===== src/rtl/change_dispenser.sv =====
// Refund payout engine: converts a half-yuan balance into greedy coin offers
// (10 / 5 / 1 / 0.5 yuan), handshaking each coin with the hopper.
module change_dispenser #(
  parameter int ACK_TIMEOUT = 50,
  parameter int GAP_CYCLES  = 4,
  parameter int MAX_AMOUNT  = 199
) (
  input  logic       clk,
  input  logic       reset,
  input  logic       start,
  input  logic [7:0] amount,
  input  logic       clear,
  input  logic       out_ack,
  output logic       out_valid,
  output logic [3:0] out_coin,
  output logic       busy,
  output logic       done,
  output logic       err,
  output logic       fault,
  output logic [7:0] remaining
);

  localparam int         TW    = $clog2(ACK_TIMEOUT + 1);
  localparam int         GW    = $clog2(GAP_CYCLES + 2);
  localparam logic [7:0] MAX_A = 8'(MAX_AMOUNT);

  typedef enum logic [2:0] {IDLE, SELECT, OFFER, GAP, FAULT} state_t;

  state_t          state, state_nx;
  logic [TW-1:0]   timer, timer_nx;
  logic [GW-1:0]   gap_cnt, gap_nx;
  logic            out_valid_nx, busy_nx, done_nx, err_nx, fault_nx;
  logic [3:0]      out_coin_nx;
  logic [7:0]      remaining_nx;

  // Largest denomination not exceeding the balance (half-yuan units 20/10/2/1).
  function automatic logic [3:0] pick_coin(input logic [7:0] bal);
    if (bal >= 8'd20)      return 4'b1000;
    else if (bal >= 8'd10) return 4'b0100;
    else if (bal >= 8'd2)  return 4'b0010;
    else                   return 4'b0001;
  endfunction

  function automatic logic [7:0] coin_value(input logic [3:0] coin);
    case (coin)
      4'b1000: return 8'd20;
      4'b0100: return 8'd10;
      4'b0010: return 8'd2;
      default: return 8'd1;
    endcase
  endfunction

  always_comb begin
    state_nx     = state;
    timer_nx     = timer;
    gap_nx       = gap_cnt;
    out_valid_nx = out_valid;
    out_coin_nx  = out_coin;
    busy_nx      = busy;
    done_nx      = 1'b0;
    err_nx       = 1'b0;
    fault_nx     = fault;
    remaining_nx = remaining;
    case (state)
      IDLE: begin
        if (start) begin
          if (amount > MAX_A) begin
            err_nx = 1'b1;
          end else if (amount == 8'd0) begin
            done_nx = 1'b1;
          end else begin
            remaining_nx = amount;
            busy_nx      = 1'b1;
            state_nx     = SELECT;
          end
        end
      end
      SELECT: begin
        if (remaining == 8'd0) begin
          done_nx  = 1'b1;
          busy_nx  = 1'b0;
          state_nx = IDLE;
        end else begin
          out_coin_nx  = pick_coin(remaining);
          out_valid_nx = 1'b1;
          timer_nx     = '0;
          state_nx     = OFFER;
        end
      end
      OFFER: begin
        // An ack arriving on the timeout cycle still counts as accepted.
        if (out_ack) begin
          remaining_nx = remaining - coin_value(out_coin);
          out_valid_nx = 1'b0;
          out_coin_nx  = 4'b0000;
          gap_nx       = GW'(GAP_CYCLES);
          state_nx     = (GAP_CYCLES > 1) ? GAP : SELECT;
        end else if (timer == TW'(ACK_TIMEOUT - 1)) begin
          out_valid_nx = 1'b0;
          out_coin_nx  = 4'b0000;
          busy_nx      = 1'b0;
          fault_nx     = 1'b1;
          state_nx     = FAULT;
        end else begin
          timer_nx = timer + 1'b1;
        end
      end
      GAP: begin
        // The SELECT cycle is the last idle cycle of the gap.
        gap_nx = gap_cnt - 1'b1;
        if (gap_cnt <= GW'(2)) state_nx = SELECT;
      end
      FAULT: begin
        if (clear) begin
          fault_nx     = 1'b0;
          remaining_nx = 8'd0;
          state_nx     = IDLE;
        end
      end
      default: state_nx = IDLE;
    endcase
  end

  always_ff @(posedge clk or negedge reset) begin
    if (!reset) begin
      state     <= IDLE;
      timer     <= '0;
      gap_cnt   <= '0;
      out_valid <= 1'b0;
      out_coin  <= 4'b0000;
      busy      <= 1'b0;
      done      <= 1'b0;
      err       <= 1'b0;
      fault     <= 1'b0;
      remaining <= 8'd0;
    end else begin
      state     <= state_nx;
      timer     <= timer_nx;
      gap_cnt   <= gap_nx;
      out_valid <= out_valid_nx;
      out_coin  <= out_coin_nx;
      busy      <= busy_nx;
      done      <= done_nx;
      err       <= err_nx;
      fault     <= fault_nx;
      remaining <= remaining_nx;
    end
  end

endmodule


===== config.mk =====
export PLATFORM = sky130hd
export DESIGN_NAME = change_dispenser
export DESIGN_NICKNAME = d
export VERILOG_FILES = /design/src/rtl/change_dispenser.sv
export SDC_FILE = /design/constraint.sdc
export NUM_CORES = 1
export LEC_CHECK = 0
export ABC_AREA = 1
export CAP_MARGIN = 20
export CORE_MARGIN = 2
export CORE_UTILIZATION = 58
export CTS_BUF_LIST = sky130_fd_sc_hd__clkbuf_8 sky130_fd_sc_hd__clkbuf_16
export DETAILED_ROUTE_END_ITERATION = 7
export PLACE_DENSITY = 0.85
export SYNTH_ARGS = -nofsm -noshare
export SYNTH_HDL_FRONTEND = slang
export SYNTH_SLANG_ARGS = --single-unit

===== constraint.sdc =====
create_clock -name clk -period 5.24 [get_ports clk]
set_input_delay 0.524 -clock clk [delete_from_list [all_inputs] [get_ports clk]]
set_output_delay 0.524 -clock clk [all_outputs]
set_load 0.02 [all_outputs]

# Word-level counts from Yosys, hierarchy flattened

Cells that the tools add are included.

$add $sub $neg: 3
Order comparisons: 5
Equality and inequality tests: 20
Multiplexer cells: 53
Reductions and logical operators: 15

Operators with widths:

| operator                                            | number |
|---|---|
| two-way mux 8 bit                                   | 7 |
| two-way mux 3 bit                                   | 9 |
| one-hot mux 8 bit (3 select lines)                  | 1 |
| != test 2 bit, second input constant                | 11 |
| two-way mux 1 bit                                   | 18 |
| two-way mux 6 bit                                   | 3 |
| logical NOT 8 bit                                   | 2 |
| two-way mux 4 bit                                   | 4 |
| one-hot mux 3 bit (5 select lines)                  | 1 |
| one-hot mux 5 bit (3 select lines)                  | 1 |
| one-hot mux 6 bit (2 select lines)                  | 1 |
| AND reduction 6 bit                                 | 2 |
| >= comparator 8 x 2 -> 1 bit, second input constant | 1 |
| >= comparator 8 x 4 -> 1 bit, second input constant | 1 |
| >= comparator 8 x 5 -> 1 bit, second input constant | 1 |
| > comparator 8 bit, second input constant           | 1 |
| one-hot mux 4 bit (2 select lines)                  | 1 |
| AND reduction 4 bit                                 | 2 |
| subtractor 8 bit                                    | 1 |
| AND reduction 7 bit                                 | 1 |
| adder 6 x 1 -> 6 bit, second input constant         | 1 |
| equality test 3 x 2 -> 1 bit, second input constant | 2 |
| equality test 6 bit, second input constant          | 1 |
| one-hot mux 1 bit (2 select lines)                  | 3 |
| other kinds (16)                                    | 20 |

Register bits after elaboration: 29
Logic and storage cells: 106

# Depth between registers and ports, before layout

Gate-level depths: netlist (run 1).

Word-level depth: 7
Mapped depth: 15

# Least setup slack after synthesis (run 1)

Ideal clock, no wire load.

Kind: register to register
Start: register out_coin[2]
End: register remaining[2]
Setup time: 117 ps
Arrival time: 2189 ps
Data required time: 5123 ps
Path slack: 2934 ps
Stages on the path, launching flop included: 13
Path buffers: 0
Period minus slack after synthesis: 2306 ps
Cells stage by stage: dfrtp_1 > inv_1 > nor2_1 > o21ai_0 > and2_1 > ha_1 > inv_1 > fa_1 > or2_2 > nand3_1 > o21ai_0 > nand2_1 > nand2_1

Word-level cells in the longest chain between the ends: 7

RTL lines:

| element                                                    | line | RTL |
|---|---|---|
| from (decl)                                                | 15   | `output logic [3:0] out_coin,` |
| from (signal assigned)                                     | 141  | `out_coin <= out_coin_nx;` |
| equality test 4 x 2 -> 1 bit, or another cell as far along | 45   | `case (coin)` |
| one-hot mux 5 bit (3 select lines) *                       | 45   |  |
| two-way mux 8 bit *                                        | 92   | `if (out_ack) begin` |
| two-way mux 8 bit *                                        | 64   | `case (state)` |
| subtractor 8 bit *                                         | 93   | `remaining_nx = remaining - coin_value(out_coin);` |
| two-way mux 8 bit *                                        | 92   |  |
| one-hot mux 8 bit (3 select lines) *                       | 64   |  |
| to (signal assigned)                                       | 146  | `remaining <= remaining_nx;` |
| to (decl)                                                  | 20   | `output logic [7:0] remaining` |

Every way passes the cells marked *; elsewhere a longest branch is shown, timed or not. The select of a mux whose other input is x is not followed.
A chain may end at the register's enable or synchronous reset.

# Worst setup path after layout (run 1)

Start: register out_coin[2]
End: register remaining[4]

The elaborated chain is that of the path after synthesis.

==> parameters.txt, run 1 <==
Parameter                              Value

Route
  Violation count after the first detailed-routing iteration ... 179
  Drt via density ... 5.298
  Antenna violation net count after detailed routing ... 0
  DR pass1 iterations ... 4
  Post-detailed-route wirelength per cell ... 12.62 um
  Routed Wire Length ... 4.529 mm
  Count of vias placed by the detailed router ... 1902
  Post-route DRC ... 0

Global routing
  Maximum number of pins on one net before global-route repair ... 30
  Total Routing Usage GR ... 0.2663
  Global Route met2 Usage ... 0.4526
  Met3 track demand over resource in global routing ... 0.06004
  Final global-route overflow total ... 0
  Vias in the first global route ... 1731
  Wire length of the first global-routing pass ... 7.410 mm
  Initial antenna violation count ... 0
  Layer with the highest usage ... met2
  GR met1 Demand/Resource ... 0.3333

STA
  Total count of hold-check failures in the final report ... 0
  Max Slew Vio Count ... 0
  Worst clock skew ... 0.007091 ns
  Post-Route Setup TNS ... 0 ns
  Upper clock frequency limit ... 0.4067 GHz
  # setup viols final ... 0
  Shortest period the worst path allows ... 2.459 ns
  Transition time of the tightest slew-check pin ... 0.6029 ns
  Setup repair after global routing missed its margin ... false
  Share of the cycle needed by the critical path after routing ... 0.4692
  Rel. slew slack ... 0.5980

Place
  Gpl congestion ... 0.9005
  Placed wire-length estimate ... 3.286 mm
  Port bufs ... 29
  Count of placed standard cells including taps ... 351

Synth
  Cell type with the highest aggregate area in the netlist ... dfrtp_1
  Number of flip-flops and latches in the synthesized netlist ... 29
  Share of synthesized area occupied by flip-flops and latches ... 0.3754
  Synth cell types ... 30
  Number of enable flip-flop cells after synthesis ... 0
  Syn Area/Cell ... 6.904 sq um
  Post-Synthesis Cells ... 280
  Post-synth top area share ... 0.3754
  Leading post-synthesis cells by instance count ... 93 x nand2_1, 37 x inv_1, 29 x dfrtp_1, 27 x nand3_1, 26 x nor2_1
  Synthesized Nets ... 303
  Share of flip-flops with an asynchronous set or reset after synthesis ... 1.000
  Ys flop type ... dfrtp_1
  Leading cell types by total area after synthesis ... dfrtp_1 38%, nand2_1 18%, inv_1 7.2%, nand3_1 7.0%, ha_1 5.8%
  Synthesized area ... 1933 sq um
  Synth Warn # ... 0
  Top-count cell post-synth ... nand2_1

Layout
  Antenna diode count ... 0
  Combined area of the multi-input logic cells ... 1041 sq um
  Post-route core utilization ... 0.7685
  Fill cell total of the finished layout ... 248
  Filler-free cell count of the finished design ... 359
  Area growth syn-to-layout ... 23.37%
  Fraction of layout cells with a size suffix above 1 ... 0.05714
  Fin nets ... 337
  Storage cell area ... 725.7 sq um

Min path
  Worst hold path cell count ... 2
  Type of the worst min-delay path ... register to register

Setup path
  Setup CP Type ... register to register
  Family with the most delay on the worst path ... compound AO/OA/AOI/OAI gates
  Worst R2R Setup Slack ... 2.78 ns
  Endpoint of the most critical register-to-register path ... remaining[4]$_DFFE_PN0P_
  WP depth ... 14
  Endpoint of the worst setup timing path ... remaining[4]$_DFFE_PN0P_
  FF-to-FF Start ... out_coin[2]$_DFFE_PN0P_
  Largest driver fanout on the critical path ... 4
  Kind of launch point of the worst setup path ... register
  Depth of the worst register-to-register path ... 14
  Cell breakdown of the critical path ... inv_1 > nor2_1 > o21ai_0 > and2_1 > ha_1 > inv_1 > fa_1 > inv_1 > nor2_1 > o21ai_0 > nand2_1 > o21ai_0 > nand2_1 > nand2_1
  Startpoint of the worst setup timing path ... out_coin[2]$_DFFE_PN0P_
  Maximum cell stage delay along the critical path ... 0.41 ns
  Number of buffer and inverter stages on the critical path ... 3
  Cell with the largest stage delay on the worst path ... fa_1
  Arrival time at the worst endpoint ... 2.69 ns
  Type of destination of the critical path ... register
  Required arrival time at the worst endpoint ... 5.47 ns

Clock tree
  Root buf cell ... clkbuf_8
  Number of sinks on the clock net ... 29
  Clk slew on worst S/H paths ... 0.06 ns
  TritonCTS Buffers ... 5
  Hold bufs inserted after CTS ... 0
  Number of cells upsized or downsized after cts ... 0
  # Post-CTS Setup Buffers ... 0
  Worst-case clock buffer depth ... 2
  H-tree level count ... 2
  Insertion delay of the later-clocked pin in the worst-skew pair ... 0.29 ns
  CTS tree ... done

Floorplan
  Number of I/O pins ... 30
  Height of the chip ... 61.73 um
  Total core area ... 3103 sq um
  Initial Util ... 0.6230
  Horizontal die dimension ... 61.73 um
  Number of rows created at floorplan ... 20
  Total die area ... 3811 sq um

Run
  Max-cap check violation count ... 0

Power and ir drop
  Relative contribution of combinational cells to total power ... 0.611
  Switching power of the nets ... 803.8 uW
  Leak pwr ... 0.001278 uW
  Cell internal power dissipation ... 837.1 uW
  P per Cell Area ... 688.1 nW/um^2
  Switching power as a share of total power ... 0.4898
  Sequential power share ... 0.243
  Maximum vdd ir drop ... 0.3449 mV
  Clock network fraction of design power ... 0.146

Run status
  Outcome ... finished, final reports clean
## cell type report
class,instances,area share
inverters,39,0.06243
clock inverters,2,0.01417
flip-flops and latches,29,0.3043
well taps,44,0.02308
repair buffers,30,0.1249
multi-input cells,209,0.4365
clock buffers,6,0.03463
## layout by cell type (no fill, tap or decap), drive strengths merged
| cell | n |
|---|---|
| nand4 | 6 |
| a32oi | 1 |
| buf | 1 |
| ha | 9 |
| nor2 | 28 |
| xor2 | 3 |
| inv | 40 |
| and2 | 1 |
| or2 | 4 |
| bufinv | 1 |
| a21oi | 7 |
| nor3 | 3 |
| nand3 | 27 |
| o22ai | 3 |
| a21o | 1 |
| nand3b | 2 |
| nand2 | 95 |
| clkdlybuf4s50 | 29 |
| o21ai | 16 |
| clkbuf | 6 |
| a22o | 1 |
| o2111ai | 1 |
| dfrtp | 29 |
| fa | 1 |
## power by group through the flow
stage / Sequential (uW) / Clock [uW] / Combinational (uW)
4_1_cts: 396 / 242 / 994
3_3_place_gp: 396 / 0 / 965
3_5_place_dp: 399 / 0 / 980
5_1_grt: 408 / 250 / 1130
2_1_floorplan: 448 / 0 / 652
6_report: 398 / 240 / 1000
## kinds of logic (layout without fill, tap and decap cells)
kind of cell | after synthesis | after routing | share of synthesized area
xor gates and xnor gates | 3 | 3 | 0.01359
AOI/OAI and AO/OA | 30 | 30 | 0.08868
and+or+nand+nor | 166 | 166 | 0.3676
adders and majority gates | 10 | 10 | 0.06861
buffers and inverters | 42 | 77 | 0.08608
DFF | 29 | 29 | 0.3754
## worst min-delay path by stage
| stage | from | end | slack (ns) |
|---|---|---|---|
| after CTS | busy$_DFFE_PN0P_ | busy$_DFFE_PN0P_ | 0.48 |
| final | busy$_DFFE_PN0P_ | busy$_DFFE_PN0P_ | 0.48 |
| after global placement | out_valid$_DFFE_PN0P_ | out_valid$_DFFE_PN0P_ | 0.45 |
| after detailed placement | busy$_DFFE_PN0P_ | busy$_DFFE_PN0P_ | 0.46 |
| after floorplan | reset | busy$_DFFE_PN0P_ | 0.23 |
| after global routing | busy$_DFFE_PN0P_ | busy$_DFFE_PN0P_ | 0.50 |
## state kept, by name (all words and copies together) (netlist names)
signal	flops
out_coin	4
busy	1
done	1
out_valid	1
state	3
timer	6
remaining	8
gap_cnt	3
fault	1
err	1
## through the flow
step / power (uW) / setup slack [ns] / area, sq um / hold slack, ns
after floorplan: 1100 / 2.934 / 1933 / 0.2284
after global routing: 1789 / 2.609 / 2385 / 0.4960
after detailed placement: 1379 / 2.879 / 2268 / 0.4599
final: 1641 / 2.781 / 2385 / 0.4763
after global placement: 1361 / 2.954 / 2268 / 0.4545
after CTS: 1632 / 2.833 / 2385 / 0.4751
## tightest hold or removal path: cells and delay by family (launching register included)
family           cells  cell delay [ns]
and+or+nand+nor      2             0.10
DFF                  1             0.34
## per-layer routing
| metal | part of all wire | up-vias |
|---|---|---|
| met4 | 0.016 | 0 |
| met2 | 0.50 | 51 |
| li1 | - | 964 |
| met5 | 0 | - |
| met3 | 0.049 | 8 |
| met1 | 0.44 | 879 |
Power figures use the tool's default switching activity.
==> run 2: changes to the inputs <==
CORE_UTILIZATION = 48   (was 58)
PLACE_DENSITY = 0.75   (was 0.85)
clock period = 2 ns   (was 5.24 ns; I/O delays follow)
==> parameters.txt, run 2 (synthesis results as in run 1) <==
Parameter                              Value

Run status
  Outcome ... finished, violations left
  Violated checks ... negative setup slack

Layout
  Commonest cells after routing, fill and taps aside ... 93 x nand2_1, 34 x inv_1, 29 x clkdlybuf4s50_1
  Antenna diode count ... 0
  Top register by number of flip-flops ... remaining
  Fill cell total of the finished layout ... 355
  Combined area of the multi-input logic cells ... 1069 sq um
  Flip-flop count of the largest register after layout ... 8
  Fraction of layout cells with a size suffix above 1 ... 0.1153
  Area growth syn-to-layout ... 26.60%
  Storage cell area ... 728.2 sq um
  Largest regs ... remaining x8, timer x6, out_coin x4
  Post-route core utilization ... 0.6208
  Most common library cell in the layout ignoring fill and taps ... nand2_1
  Filler-free cell count of the finished design ... 371
  Fin nets ... 343

Setup path
  Cell with the largest stage delay on the worst path ... dfrtp_2
  Arrival time at the worst endpoint ... 2.24 ns
  Family with the most delay on the worst path ... simple AND/OR/NAND/NOR gates
  Largest driver fanout on the critical path ... 4
  Setup CP Type ... register to register
  Depth of the worst register-to-register path ... 14
  Number of buffer and inverter stages on the critical path ... 2
  Maximum cell stage delay along the critical path ... 0.43 ns
  Type of destination of the critical path ... register
  Endpoint of the most critical register-to-register path ... remaining[6]$_DFFE_PN0P_
  FF-to-FF Start ... out_coin[2]$_DFFE_PN0P_
  Cell breakdown of the critical path ... inv_2 > nor2_1 > o21ai_2 > and2_1 > ha_2 > inv_2 > fa_2 > nand3b_1 > nand3_1 > nand2_1 > nand3_1 > nand2_1 > nand2_1 > nand2_1
  Required arrival time at the worst endpoint ... 2.23 ns
  Most used cell, CP ... nand2_1
  Kind of launch point of the worst setup path ... register
  Worst R2R Setup Slack ... -0.009 ns

Floorplan
  Number of rows created at floorplan ... 23
  Total die area ... 4551 sq um
  Number of I/O pins ... 30
  Total core area ... 3943 sq um
  Initial Util ... 0.4903
  Horizontal die dimension ... 67.46 um
  Height of the chip ... 67.46 um

Clock tree
  Insertion delay of the later-clocked pin in the worst-skew pair ... 0.30 ns
  Clk slew on worst S/H paths ... 0.08 ns
  Worst-case clock buffer depth ... 2
  H-tree level count ... 2
  CTS tree ... done
  Number of sinks on the clock net ... 29
  Root buf cell ... clkbuf_8
  Hold bufs inserted after CTS ... 0
  TritonCTS Buffers ... 5

Route
  Antenna violation net count after detailed routing ... 0
  Post-detailed-route wirelength per cell ... 12.64 um
  Count of vias placed by the detailed router ... 1913
  Post-route DRC ... 0
  Violation count after the first detailed-routing iteration ... 195
  Drt via density ... 5.156
  Routed Wire Length ... 4.689 mm
  DR pass1 iterations ... 4

STA
  Transition time of the tightest slew-check pin ... 0.5007 ns
  Setup repair after global routing missed its margin ... true
  Max Slew Vio Count ... 0
  Share of the cycle needed by the critical path after routing ... 1.004
  Final worst-path setup slack ... -0.008538 ns
  Worst clock skew ... 0.01074 ns
  # setup viols final ... 2
  Rel. slew slack ... 0.6636
  Shortest period the worst path allows ... 2.009 ns
  Total count of hold-check failures in the final report ... 0
  Upper clock frequency limit ... 0.4979 GHz

Global routing
  Wire length of the first global-routing pass ... 7.810 mm
  Initial antenna violation count ... 0
  Vias in the first global route ... 1788
  Maximum number of pins on one net before global-route repair ... 30
  Final global-route overflow total ... 0
  Total Routing Usage GR ... 0.2287

Place
  Port bufs ... 29
  Count of placed standard cells including taps ... 360
  Placed wire-length estimate ... 3.428 mm
  Gpl congestion ... 0.9074
  Placement-stage worst setup slack ... -0.003035 ns

Power and ir drop
  Maximum vdd ir drop ... 0.8679 mV
  P per Cell Area ... 1776 nW/um^2
  Leak pwr ... 0.001294 uW

Run
  Max-cap check violation count ... 0

Min path
  Type of the worst min-delay path ... primary input to async pin
[run 2: layer usage]
metal / vias to the layer above / share of wire / global-route usage
met3: 12 / 0.053 / 0.05667
met1: 864 / 0.43 / 0.2916
met4: 0 / 0.026 / 0.1122
li1: 977 / - / -
met5: - / 0 / 0
met2: 60 / 0.49 / 0.3603
[run 2: worst reg2reg max path: cells and delay by family, from the launching register on]
| kind | cells | cell delay [ns] |
|---|---|---|
| buf+inv | 2 | 0.11 |
| fa+ha+maj | 2 | 0.53 |
| simple gates | 9 | 0.74 |
| flops | 1 | 0.43 |
| compound gates | 1 | 0.13 |
[run 2: how the worst max path moves through the flow]
stage / end / startpoint / slack [ns] / cells after the start
final: remaining[6]$_DFFE_PN0P_ / out_coin[2]$_DFFE_PN0P_ / -0.009 / 14
after global routing: remaining[4]$_DFFE_PN0P_ / out_coin[1]$_DFFE_PN0P_ / -0.21 / 13
after CTS: remaining[4]$_DFFE_PN0P_ / out_coin[1]$_DFFE_PN0P_ / 0.02 / 14
after detailed placement: remaining[4]$_DFFE_PN0P_ / out_coin[1]$_DFFE_PN0P_ / -0.003 / 14
after global placement: remaining[4]$_DFFE_PN0P_ / out_coin[1]$_DFFE_PN0P_ / 0.05 / 14
after floorplan: remaining[2]$_DFFE_PN0P_ / out_coin[1]$_DFFE_PN0P_ / -0.01 / 12
[run 2: power breakdown]
group | internal (uW) | switching, uW | leakage, uW
Sequential | 816 | 235 | 0.000367
Combinational | 1080 | 1690 | 0.000876
Clock | 279 | 252 | 0.0000512
[run 2: through the flow]
| stage | total power [uW] | cell area, sq um | hold WS [ns] | setup TNS [ns] |
|---|---|---|---|---|
| 5_1_grt | 4798 | 2447 | 0.3290 | -0.6058 |
| 2_1_floorplan | 2935 | 1947 | -0.09559 | -0.01282 |
| 3_5_place_dp | 3721 | 2312 | 0.4623 | -0.003035 |
| 4_1_cts | 4279 | 2409 | 0.3166 | 0 |
| 6_report | 4346 | 2447 | 0.2934 | -0.01670 |
| 3_3_place_gp | 3666 | 2312 | 0.4559 | 0 |
[run 2: layout make-up]
| type | instances | area share |
|---|---|---|
| Timing Repair Buffer | 36 | 0.1401 |
| Clock inverter | 2 | 0.005624 |
| Multi-Input combinational cell | 209 | 0.4366 |
| Inverter | 39 | 0.06084 |
| Sequential cell | 29 | 0.2975 |
| Clock buffer | 6 | 0.03374 |
| Tap cell | 50 | 0.02556 |
[run 2: timing repair]
action / 4_1_cts / 5_1_grt
pin swaps: 2 / 8
buffers inserted: 0 / 3
setup endpoints to repair: 2 / 7
gates resized for setup: 1 / 5
